`src/rtl/seg_595_if.sv`:
```
// seg_595_if: display data inputs and 74HC595 pin bundle for seg_595_scan_param
interface seg_595_if #(
    parameter int DIGITS = 6
);
    logic [4*DIGITS-1:0] data;
    logic [DIGITS-1:0]   point;
    logic                sign;
    logic                blank_lz;
    logic                seg_en;
    logic                ds;
    logic                shcp;
    logic                stcp;
    logic                oe;
    logic                frame_done;
    modport master (output data, point, sign, blank_lz, seg_en, input ds, shcp, stcp, oe, frame_done);
    modport slave  (input data, point, sign, blank_lz, seg_en, output ds, shcp, stcp, oe, frame_done);
endinterface

```
`src/rtl/seg_595_scan_param.sv`:
```
// seg_595_scan_param: multiplexed seven-segment scanner serialising {segments, select} into a 74HC595 chain
module seg_595_scan_param #(
    parameter int          DIGITS         = 6,
    parameter logic [15:0] SCAN_CNT       = 16'd49999,
    parameter int          SHCP_DIV       = 1,
    parameter bit          SEG_ACTIVE_LOW = 1'b1
) (
    input  logic     sys_clk,
    input  logic     sys_rst_n,
    seg_595_if.slave bus
);
    localparam int NW = 8 + DIGITS;
    localparam int BW = $clog2(NW);
    localparam int IW = DIGITS > 1 ? $clog2(DIGITS) : 1;
    localparam int DW = SHCP_DIV > 1 ? $clog2(SHCP_DIV) : 1;
    localparam logic [IW-1:0] LAST_IDX = IW'(DIGITS - 1);
    localparam logic [BW-1:0] LAST_BIT = BW'(NW - 1);
    localparam logic [DW-1:0] LAST_DIV = DW'(SHCP_DIV - 1);
    localparam logic [6:0] GLYPH [16] = '{7'h3f, 7'h06, 7'h5b, 7'h4f, 7'h66, 7'h6d, 7'h7d, 7'h07,
                                          7'h7f, 7'h6f, 7'h77, 7'h7c, 7'h39, 7'h5e, 7'h79, 7'h71};

    typedef enum logic [1:0] {IDLE, SHIFT, LATCH} state_t;

    state_t              state_q, state_d;
    logic [15:0]         scan_q, scan_d;
    logic [IW-1:0]       idx_q, idx_d;
    logic [BW-1:0]       bit_q, bit_d;
    logic [DW-1:0]       div_q, div_d;
    logic [NW-1:0]       sr_q, sr_d;
    logic [4*DIGITS-1:0] data_q, data_d;
    logic [DIGITS-1:0]   point_q, point_d;
    logic                sign_q, sign_d, blank_q, blank_d;
    logic                ds_q, ds_d, shcp_q, shcp_d, stcp_q, stcp_d;
    logic                oe_q, oe_d, frame_done_q, frame_done_d;
    logic                wrap, frame_start, last, lz;
    logic [3:0]          nib;
    logic [7:0]          seg, tx;
    logic [NW-1:0]       word;

    always_comb begin
        wrap         = scan_q == SCAN_CNT;
        frame_start  = wrap && idx_q == '0;
        last         = idx_q == LAST_IDX;
        // the digit-0 word is built from the values being captured this very cycle
        data_d       = frame_start ? bus.data : data_q;
        point_d      = frame_start ? bus.point : point_q;
        sign_d       = frame_start ? bus.sign : sign_q;
        blank_d      = frame_start ? bus.blank_lz : blank_q;
        nib          = data_d[{idx_q, 2'b00} +: 4];
        lz           = blank_d && idx_q != '0 && (data_d >> {idx_q, 2'b00}) == '0;
        seg          = {point_d[idx_q], sign_d && last ? 7'h40 : lz ? 7'h00 : GLYPH[nib]};
        tx           = SEG_ACTIVE_LOW ? ~seg : seg;
        word         = {tx, DIGITS'(1) << idx_q};
        scan_d       = wrap ? '0 : scan_q + 16'd1;
        idx_d        = wrap ? (last ? '0 : idx_q + IW'(1)) : idx_q;
        oe_d         = ~bus.seg_en;
        state_d      = state_q;
        bit_d        = bit_q;
        div_d        = div_q;
        sr_d         = sr_q;
        shcp_d       = shcp_q;
        stcp_d       = stcp_q;
        frame_done_d = 1'b0;
        if (state_q == IDLE) begin
            if (wrap) begin
                state_d = SHIFT;
                sr_d    = word;
                bit_d   = '0;
                div_d   = '0;
                shcp_d  = 1'b0;
            end
        end else if (div_q != LAST_DIV) begin
            div_d = div_q + DW'(1);
        end else begin
            div_d = '0;
            if (state_q == LATCH) begin
                stcp_d       = 1'b0;
                state_d      = IDLE;
                frame_done_d = idx_q == '0;
            end else if (!shcp_q) begin
                shcp_d = 1'b1;
            end else begin
                shcp_d = 1'b0;
                if (bit_q == LAST_BIT) begin
                    state_d = LATCH;
                    stcp_d  = 1'b1;
                end else begin
                    bit_d = bit_q + BW'(1);
                    sr_d  = sr_q << 1;
                end
            end
        end
        ds_d = sr_d[NW-1];
    end

    always_ff @(posedge sys_clk) begin
        if (!sys_rst_n) begin
            state_q      <= IDLE;
            scan_q       <= '0;
            idx_q        <= '0;
            bit_q        <= '0;
            div_q        <= '0;
            sr_q         <= '0;
            data_q       <= '0;
            point_q      <= '0;
            sign_q       <= 1'b0;
            blank_q      <= 1'b0;
            ds_q         <= 1'b0;
            shcp_q       <= 1'b0;
            stcp_q       <= 1'b0;
            oe_q         <= 1'b1;
            frame_done_q <= 1'b0;
        end else begin
            state_q      <= state_d;
            scan_q       <= scan_d;
            idx_q        <= idx_d;
            bit_q        <= bit_d;
            div_q        <= div_d;
            sr_q         <= sr_d;
            data_q       <= data_d;
            point_q      <= point_d;
            sign_q       <= sign_d;
            blank_q      <= blank_d;
            ds_q         <= ds_d;
            shcp_q       <= shcp_d;
            stcp_q       <= stcp_d;
            oe_q         <= oe_d;
            frame_done_q <= frame_done_d;
        end
    end

    assign bus.ds         = ds_q;
    assign bus.shcp       = shcp_q;
    assign bus.stcp       = stcp_q;
    assign bus.oe         = oe_q;
    assign bus.frame_done = frame_done_q;
endmodule

```
`src/flat_wrapper.sv`:
```
// flat-port wrapper written by rule: the top's interface ports become plain ports
module seg_595_scan_param_flat 
#(
    parameter int          DIGITS         = 6,
    parameter logic [15:0] SCAN_CNT       = 16'd49999,
    parameter int          SHCP_DIV       = 1,
    parameter bit          SEG_ACTIVE_LOW = 1'b1
)
  (sys_clk, sys_rst_n, bus_data, bus_point, bus_sign, bus_blank_lz, bus_seg_en, bus_ds, bus_shcp, bus_stcp, bus_oe, bus_frame_done);
  seg_595_if #(.DIGITS(DIGITS)) bus_i ();
  input  logic sys_clk;
  input  logic sys_rst_n;
  input wire logic [$bits(bus_i.data)-1:0] bus_data;
  input wire logic [$bits(bus_i.point)-1:0] bus_point;
  input wire logic [$bits(bus_i.sign)-1:0] bus_sign;
  input wire logic [$bits(bus_i.blank_lz)-1:0] bus_blank_lz;
  input wire logic [$bits(bus_i.seg_en)-1:0] bus_seg_en;
  output wire logic [$bits(bus_i.ds)-1:0] bus_ds;
  output wire logic [$bits(bus_i.shcp)-1:0] bus_shcp;
  output wire logic [$bits(bus_i.stcp)-1:0] bus_stcp;
  output wire logic [$bits(bus_i.oe)-1:0] bus_oe;
  output wire logic [$bits(bus_i.frame_done)-1:0] bus_frame_done;
  assign bus_i.data = bus_data;
  assign bus_i.point = bus_point;
  assign bus_i.sign = bus_sign;
  assign bus_i.blank_lz = bus_blank_lz;
  assign bus_i.seg_en = bus_seg_en;
  assign bus_ds = bus_i.ds;
  assign bus_shcp = bus_i.shcp;
  assign bus_stcp = bus_i.stcp;
  assign bus_oe = bus_i.oe;
  assign bus_frame_done = bus_i.frame_done;
  seg_595_scan_param #(.DIGITS(DIGITS), .SCAN_CNT(SCAN_CNT), .SHCP_DIV(SHCP_DIV), .SEG_ACTIVE_LOW(SEG_ACTIVE_LOW)) u_core (.sys_clk(sys_clk), .sys_rst_n(sys_rst_n), .bus(bus_i));
endmodule
```
`config.mk`:
```
export PLATFORM = sky130hd
export DESIGN_NAME = seg_595_scan_param_flat
export DESIGN_NICKNAME = d
export VERILOG_FILES = /design/src/rtl/seg_595_if.sv /design/src/rtl/seg_595_scan_param.sv /design/src/flat_wrapper.sv
export SDC_FILE = /design/constraint.sdc
export NUM_CORES = 1
export LEC_CHECK = 0
export BUFFER_PORTS_ARGS = -buffer_cell sky130_fd_sc_hd__buf_2
export CORE_ASPECT_RATIO = 1.4
export CORE_MARGIN = 2
export CORE_UTILIZATION = 31
export CTS_CLUSTER_SIZE = 24
export DETAILED_ROUTE_END_ITERATION = 8
export GPL_TIMING_DRIVEN = 0
export PLACE_DENSITY = 0.45
export SYNTH_ARGS = -nofsm -noshare
export SYNTH_HDL_FRONTEND = slang
export SYNTH_SLANG_ARGS = --single-unit
```
`constraint.sdc`:
```
create_clock -name sys_clk -period 3.5 [get_ports sys_clk]
set_input_delay 0.175 -clock sys_clk [delete_from_list [all_inputs] [get_ports sys_clk]]
set_output_delay 0.175 -clock sys_clk [all_outputs]
set_load 0.01 [all_outputs]
```
==> reports/summary.log, run 1 <==
qor: setup_path.critPathTopFamily compound AO/OA/AOI/OAI gates
qor: final_layout.finish.cell_count_without_fillers 697
qor: floorplanning.std_cell_rows 48
qor: global_routing.grt_util_met2 32.2%
qor: final_layout.finish.instance_area 0.00465 mm2
qor: power_and_ir_drop.internal-power 0.00143 W
qor: placement.dp_cells 675
qor: clock_network.clock-sinks 75
qor: detailed_routing.avgViaCountPerCell 5.35
qor: setup_path.critPathRequiredTime 3.69 ns
qor: clock_network.tritoncts done
qor: floorplanning.floorplan.initialDensity 31.3%
qor: outcome.status finished clean
qor: timing.final_max_slew_viol_count 0
qor: detailed_routing.drt_iter0_markers 214
qor: power_and_ir_drop.leakage 1.68 nW
qor: setup_path.reg2reg_slack 0.19 ns
qor: timing.timing_hold_violations_final 0
qor: synthesis.synth_async_sr_flop_share 0%
qor: job.max_cap_violations 0
qor: setup_path.r2r_cells 16
qor: timing.fin_worst_skew 0.00746 ns
qor: timing.setup_repair_after_global_routing_missed_its_margin false
qor: synthesis.postSynthRegisterBits 75
qor: setup_path.crit_arrival 3.50 ns
qor: worst_hold_path.hold_path.class primary input to flip-flop
qor: detailed_routing.dr.pass1.iters 4
qor: global_routing.grt_pass1_vias 3650
qor: setup_path.crit_path_start_kind flip-flop
qor: setup_path.crit_path_cell_trace ha_1 > and3_1 > clkbuf_2 > nand4_1 > buf_4 > buf_4 > o21ai_0 > a2bb2oi_1 > a221oi_4 > inv_1 > ha_1 > o211ai_1 > a21boi_1 > o21ai_0 > a221oi_1 > a2111oi_0
qor: power_and_ir_drop.sw_pwr 0.000411 W
qor: timing.worst_hold_slack 0.0851 ns
qor: floorplanning.core 0.0122 mm2
qor: global_routing.grt_max_degree 14
qor: detailed_routing.post-route-drc-count 0
qor: global_routing.grt_use_total 18.0%
qor: floorplanning.dieHeight 135 um
qor: clock_network.cts-buffers-inserted 9
qor: synthesis.synthDistinctLibCells 58
qor: final_layout.post-route-util 38.2%
qor: detailed_routing.drt-wirelength-per-cell 16.7 um
qor: global_routing.wire_length_of_the_first_global_routing_pass 18.8 mm
qor: floorplanning.io_pins 40
qor: setup_path.cp_max_fo 6
qor: final_layout.area.growth.synth_to_final 21.9%
qor: global_routing.groute.layer.met3.usage 2.84%
qor: placement.gp_congestion 0.866
qor: final_layout.drive_above_1_share 16.3%
qor: global_routing.gr-usage-met1 21.8%
qor: synthesis.synth-warning-count 0
qor: synthesis.synth-edff-count 0
qor: clock_network.cts.clk_slew.worst_paths 0.06 ns
qor: synthesis.syn_nets 531
qor: global_routing.gr_peak_layer met2
qor: timing.highest_clock_rate 0.302 GHz
qor: detailed_routing.wirelength 11.7 mm
qor: setup_path.cp_num_cells 16
qor: placement.detailed_place.area 0.00420 mm2
qor: clock_network.clock_latency 0.33 ns
qor: setup_path.critPathLaunch u_core.scan_q[0]
qor: global_routing.antenna_found_initial 0
qor: final_layout.antenna_cells 0
qor: clock_network.cts-root-buf clkbuf_16
qor: clock_network.clockBufferDepth 2
qor: detailed_routing.antenna_left 0
qor: synthesis.mappedNetlistArea 0.00382 mm2
qor: global_routing.overflow 0
qor: synthesis.synth_top_flop_cell dfxtp_1
qor: timing.relSlewSlack 54.5%
qor: final_layout.final_nets 587
qor: timing.worstMarginPinSlew 0.665 ns
qor: detailed_routing.via_count 3726
qor: setup_path.capture_point_of_the_worst_reg_to_reg_path u_core.sr_q[12]
qor: setup_path.timing.rr.start u_core.scan_q[0]
qor: setup_path.max_stage_delay 0.35 ns
qor: timing.final-setup-viol-count 0
qor: power_and_ir_drop.clockPowerShare 50.6%
qor: setup_path.worstSetupPathType flip-flop to flip-flop
qor: placement.numPortBuffers 39
qor: clock_network.cts_max_level 3
qor: setup_path.crit_buf_inv 4
qor: setup_path.critPathCapture u_core.sr_q[12]
qor: synthesis.ys_seq_area_share 39.3%
qor: setup_path.worstSetupEndpointType flip-flop
qor: timing.finalWorstPathRequiredPeriod 3.31 ns
qor: power_and_ir_drop.share_seq_of_total_power 46.6%
qor: synthesis.avgSynthCellArea 7.85 um2
qor: placement.dp_hpwl 8.75 mm
qor: floorplanning.floorplan.die_area 0.0132 mm2
qor: power_and_ir_drop.switching_share 22.3%
qor: synthesis.postSynthCellCount 486
qor: setup_path.timing.critical_path.slowest_stage_cell dfxtp_1
qor: power_and_ir_drop.power_per_cell_area 396 mW/mm2
qor: timing.period_share 94.5%
qor: power_and_ir_drop.share_comb_of_total_power 2.8%
qor: power_and_ir_drop.vdd.ir_drop.worst 0.203 mV
qor: floorplanning.die_x 97.8 um
==> flip-flops by register name, summed over array words and instances, names as in the netlist, 2 cells and up <==
name / flops
u_core.data_q: 24
u_core.scan_q: 16
u_core.sr_q: 14
u_core.point_q: 6
u_core.bit_q: 4
u_core.idx_q: 3
u_core.state_q: 2
==> per-layer routing <==
metal | vias to the layer above | share of wire [%]
met3 | 18 | 3.0
met5 | - | 0
met2 | 73 | 52
met1 | 1778 | 43
met4 | 0 | 2.3
li1 | 1857 | -
==> cells in the mapped netlist (all sizes together), types with 8 or more instances <==
library cell,number,area (um2)
dfxtp,75,1500
nand2,84,315
a31oi,8,50.1
buf,12,60.1
ha,10,125
xor2,10,87.6
clkbuf,21,80.1
a21oi,55,275
and3,11,68.8
a221oi,11,109
nand3,22,110
nor2,52,195
o21ai,24,120
==> worst min-delay path: cells and delay by family <==
family / cells / cell delay (ns)
buffers and inverters: 1 / 0.09
AND/OR/NAND/NOR: 1 / 0.04
AO/OA/AOI/OAI: 1 / 0.05
==> layout make-up <==
cell class                 count  area, um2
tap                          150        188
sequential                    75       1500
clock buffer                  10        229
fill                        1308       7540
buffer                        33        153
clock inverter                 6       65.1
multi-input combinational    370       2240
inverter                       8       30.0
timing repair buffer          45        243
==> layout by cell type, fill, tap and decap left out, types with 3 or more instances in the layout <==
cell       count
a31oi_1        5
o21ai_1        4
o31ai_1        3
mux2i_1        4
a21oi_1       55
a221oi_1       9
nor3_1         6
nand4_1        3
xnor2_1        5
or4_1          3
inv_1          6
or3_1          4
buf_2         42
nand2_1       84
xor2_1        10
nand2b_1       3
ha_1          10
buf_1          5
o21ai_0       19
nor4_1         5
a311oi_1       6
o211ai_1       4
and3_1        11
clkbuf_1      20
buf_4          6
clkbuf_16      9
nor2_1        51
nand3_1       21
dfxtp_1       75
a31oi_4        3
==> cells by family (layout without fill, tap and decap cells) <==
family	Yosys count	in the layout	share of synthesized area, %
adder cells (fa/ha/maj)	10	10	3.28
buffers and inverters	41	102	4.46
AO/OA/AOI/OAI	132	132	22.1
flip-flops	75	75	39.3
AND/OR/NAND/NOR	206	206	25.0
multiplexers	7	7	2.33
XOR/XNOR	15	15	3.44
==> what timing repair did <==
action,in CTS,in global routing
pin swaps,2,4
resized for setup,4,23
setup endpoints to repair,7,7
hold buffers,1,0
setup buffers,4,1
endpoints found under the hold margin,1,0
==> stage by stage <==
stage	setup TNS [ns]	total power, W	worst slack, ns
2_1_floorplan	0	0.000895	0.557
3_3_place_gp	-1.09	0.000929	-0.228
3_5_place_dp	-1.29	0.000929	-0.282
4_1_cts	0	0.00186	0.00651
5_1_grt	0	0.00190	0.00348
6_report	0	0.00184	0.194
==> worst min-delay path by stage <==
stage                             from                 to  slack (ns)  cells past startpoint
final                     bus_blank_lz     u_core.blank_q        0.09                      3
after global routing      bus_point[5]  u_core.point_q[5]        0.08                      3
after global placement      bus_seg_en      u_core.bus.oe        0.34                      2
after floorplan             bus_seg_en      u_core.bus.oe        0.24                      1
after detailed placement    bus_seg_en      u_core.bus.oe        0.34                      2
after CTS                 bus_point[5]  u_core.point_q[5]        0.08                      3
==> power groups by stage <==
| stage | registers (W) | clock network, W | logic [W] |
|---|---|---|---|
| after global routing | 0.000859 | 0.000985 | 0.0000578 |
| after CTS | 0.000859 | 0.000953 | 0.0000518 |
| final | 0.000859 | 0.000932 | 0.0000511 |
| after detailed placement | 0.000878 | 0 | 0.0000509 |
| after global placement | 0.000878 | 0 | 0.0000507 |
| after floorplan | 0.000878 | 0 | 0.0000167 |
(Power assumes the default switching activity.)
==> run 2: changes to the inputs <==
CORE_MARGIN = 4   (was 2)
clock period = 3.9 ns   (was 3.5 ns; I/O delays follow)
==> run 2 against run 1 <==
  * Via count down 0.24%
  * Register-to-register slack better by 0.13 ns
  * Global-route usage down 0.90 points
  * Routed wire length up 0.19%
  * Die area up 7.2%
  * Fmax down 7.6%
  * Sequential share of layout area up 0.71 points
  * Worst hold slack worse by 0.071 ns
  * Final area down 2.2%
==> reports/summary.log, run 2 (synthesis gave the netlist of run 1 again) <==
qor: outcome.status finished clean
qor: power_and_ir_drop.vdd.ir_drop.worst 0.158 mV
qor: final_layout.largestRegisters u_core.data_q x24, u_core.scan_q x16, u_core.sr_q x14
qor: placement.detailed_place.area 0.00420 mm2
qor: setup_path.crit_path_start_kind flip-flop
qor: placement.gp_congestion 0.815
qor: floorplanning.io_pins 40
qor: final_layout.drive_above_1_share 14.2%
qor: clock_network.clockBufferDepth 2
qor: final_layout.final_cell_mix nand2_1 (84), dfxtp_1 (75), a21oi_1 (55), nor2_1 (52), buf_2 (45)
qor: floorplanning.core 0.0119 mm2
qor: final_layout.max_flop_register u_core.data_q
qor: job.max_cap_violations 0
qor: timing.finalWorstPathRequiredPeriod 3.58 ns
qor: detailed_routing.avgViaCountPerCell 5.38
qor: timing.timing_hold_violations_final 0
qor: timing.worst_hold_slack 0.0137 ns
qor: global_routing.grt_use_total 17.1%
qor: final_layout.finish.instance_area 0.00455 mm2
qor: detailed_routing.wirelength 11.7 mm
qor: final_layout.nFillCells 1267
qor: setup_path.worstSetupPathType flip-flop to flip-flop
qor: global_routing.wire_length_of_the_first_global_routing_pass 19.0 mm
qor: detailed_routing.drt_iter0_markers 194
qor: placement.dp_cells 672
qor: timing.relSlewSlack 54.6%
qor: final_layout.area.growth.synth_to_final 19.3%
qor: setup_path.critPathRequiredTime 4.09 ns
qor: final_layout.seqCellArea 0.00150 mm2
qor: placement.dp_hpwl 8.81 mm
qor: power_and_ir_drop.power_per_cell_area 381 mW/mm2
qor: setup_path.capture_point_of_the_worst_reg_to_reg_path u_core.sr_q[12]
qor: setup_path.cp_max_fo 10
qor: floorplanning.die_x 102 um
qor: final_layout.final_nets 584
qor: floorplanning.dieHeight 139 um
qor: clock_network.clock_latency 0.34 ns
qor: detailed_routing.drt-wirelength-per-cell 16.9 um
qor: detailed_routing.via_count 3717
qor: clock_network.tritoncts done
qor: setup_path.critPathCapture u_core.sr_q[12]
qor: timing.final_max_slew_viol_count 0
qor: timing.fin_worst_skew 0.00717 ns
qor: setup_path.worstSetupEndpointType flip-flop
qor: timing.worstMarginPinSlew 0.677 ns
qor: detailed_routing.post-route-drc-count 0
qor: final_layout.mostFrequentLayoutCell nand2_1
qor: timing.fin_setup_tns 0 ns
qor: final_layout.multi_input_comb_area 0.00216 mm2
qor: clock_network.cts-buffers-inserted 9
qor: detailed_routing.dr.pass1.iters 4
qor: power_and_ir_drop.leakage 1.67 nW
qor: floorplanning.std_cell_rows 47
qor: global_routing.overflow 0
qor: clock_network.cts-root-buf clkbuf_16
qor: final_layout.flip_flop_count_of_the_largest_register_after_layout 24
qor: floorplanning.floorplan.die_area 0.0142 mm2
qor: placement.numPortBuffers 39
qor: global_routing.antenna_found_initial 0
qor: clock_network.clock-sinks 75
qor: setup_path.timing.rr.start u_core.scan_q[0]
qor: setup_path.critPathLaunch u_core.scan_q[0]
qor: timing.period_share 91.8%
qor: placement.placement.setup.worst_slack 0.152 ns
qor: final_layout.finish.cell_count_without_fillers 691
qor: setup_path.r2r_cells 15
qor: clock_network.cts.clk_slew.worst_paths 0.07 ns
qor: timing.highest_clock_rate 0.279 GHz
qor: timing.final-setup-viol-count 0
qor: worst_hold_path.hold_path.class primary input to flip-flop
qor: detailed_routing.antenna_left 0
qor: timing.slack_of_the_critical_path 0.321 ns
qor: timing.setup_repair_after_global_routing_missed_its_margin false
qor: global_routing.grt_pass1_vias 3704
qor: clock_network.cts_max_level 3
qor: final_layout.antenna_cells 0
qor: setup_path.crit_arrival 3.77 ns
qor: floorplanning.floorplan.initialDensity 32.0%
qor: setup_path.reg2reg_slack 0.32 ns
qor: global_routing.grt_max_degree 15
[run 2: cell types whose count changed in the layout (fill, tap and decap cells not counted), moves of 2 or more]
cell     previous run  this run
a31oi_1             5         8
a31oi_4             3         0
o21ai_1             4         2
o21ai_0            19        22
buf_4               6         3
buf_2              42        45
[run 2: critical path, stage by stage (launching register included)]
cell and delay, ns:
dfxtp_1 0.32, ha_1 0.22, and3_1 0.18, clkbuf_2 0.15, and4_1 0.21, buf_2 0.22, nand3_1 0.13, a31oi_1 0.14
a221oi_2 0.61, inv_1 0.18, ha_1 0.27, o211ai_1 0.11, a21boi_0 0.23, o21ai_0 0.11, a221oi_1 0.23, a2111oi_0 0.10
[run 2: stage by stage]
stage	utilization, %	total power, W
after detailed placement	35.1	0.000834
after CTS	37.9	0.00175
after floorplan	-	0.000803
after global routing	38.1	0.00179
after global placement	35.1	0.000834
final	38.1	0.00174
[run 2: repair_timing]
item / CTS / global route
endpoints found under the setup margin: 0 / 7
setup buffers: 0 / 3
hold buffers: 0 / 0
resized for setup: 0 / 1
[run 2: worst min-delay path by stage]
stage | endpoint | depth (start not counted) | startpoint
2_1_floorplan | u_core.bus.oe | 1 | bus_seg_en
3_3_place_gp | u_core.bus.oe | 2 | bus_seg_en
3_5_place_dp | u_core.bus.oe | 2 | bus_seg_en
4_1_cts | u_core.bus.oe | 2 | bus_seg_en
5_1_grt | u_core.bus.oe | 2 | bus_seg_en
6_report | u_core.bus.oe | 2 | bus_seg_en
[run 2: cell type report]
class,instances,share of cell area (%)
Timing Repair Buffer,42,4.78
Multi-Input combinational cell,370,47.3
Clock buffer,9,4.95
Clock inverter,7,2.17
Buffer,33,3.08
Sequential cell,75,33.0
Tap cell,147,4.04
Inverter,8,0.660
[run 2: per-layer routing]
layer	GRT usage (%)	wire length [um]	vias up	share of wire [%]
met5	0	0	-	0
met4	5.39	171	0	1.5
met3	2.90	452	13	3.9
met2	28.6	5850	74	50
met1	22.2	5220	1785	45
li1	-	-	1845	-
[run 2: report_power, final]
group          internal [W]  switching, W  total [W]
clock              0.000566      0.000355   0.000921
sequential         0.000769    0.00000167   0.000771
combinational     0.0000177     0.0000271  0.0000448
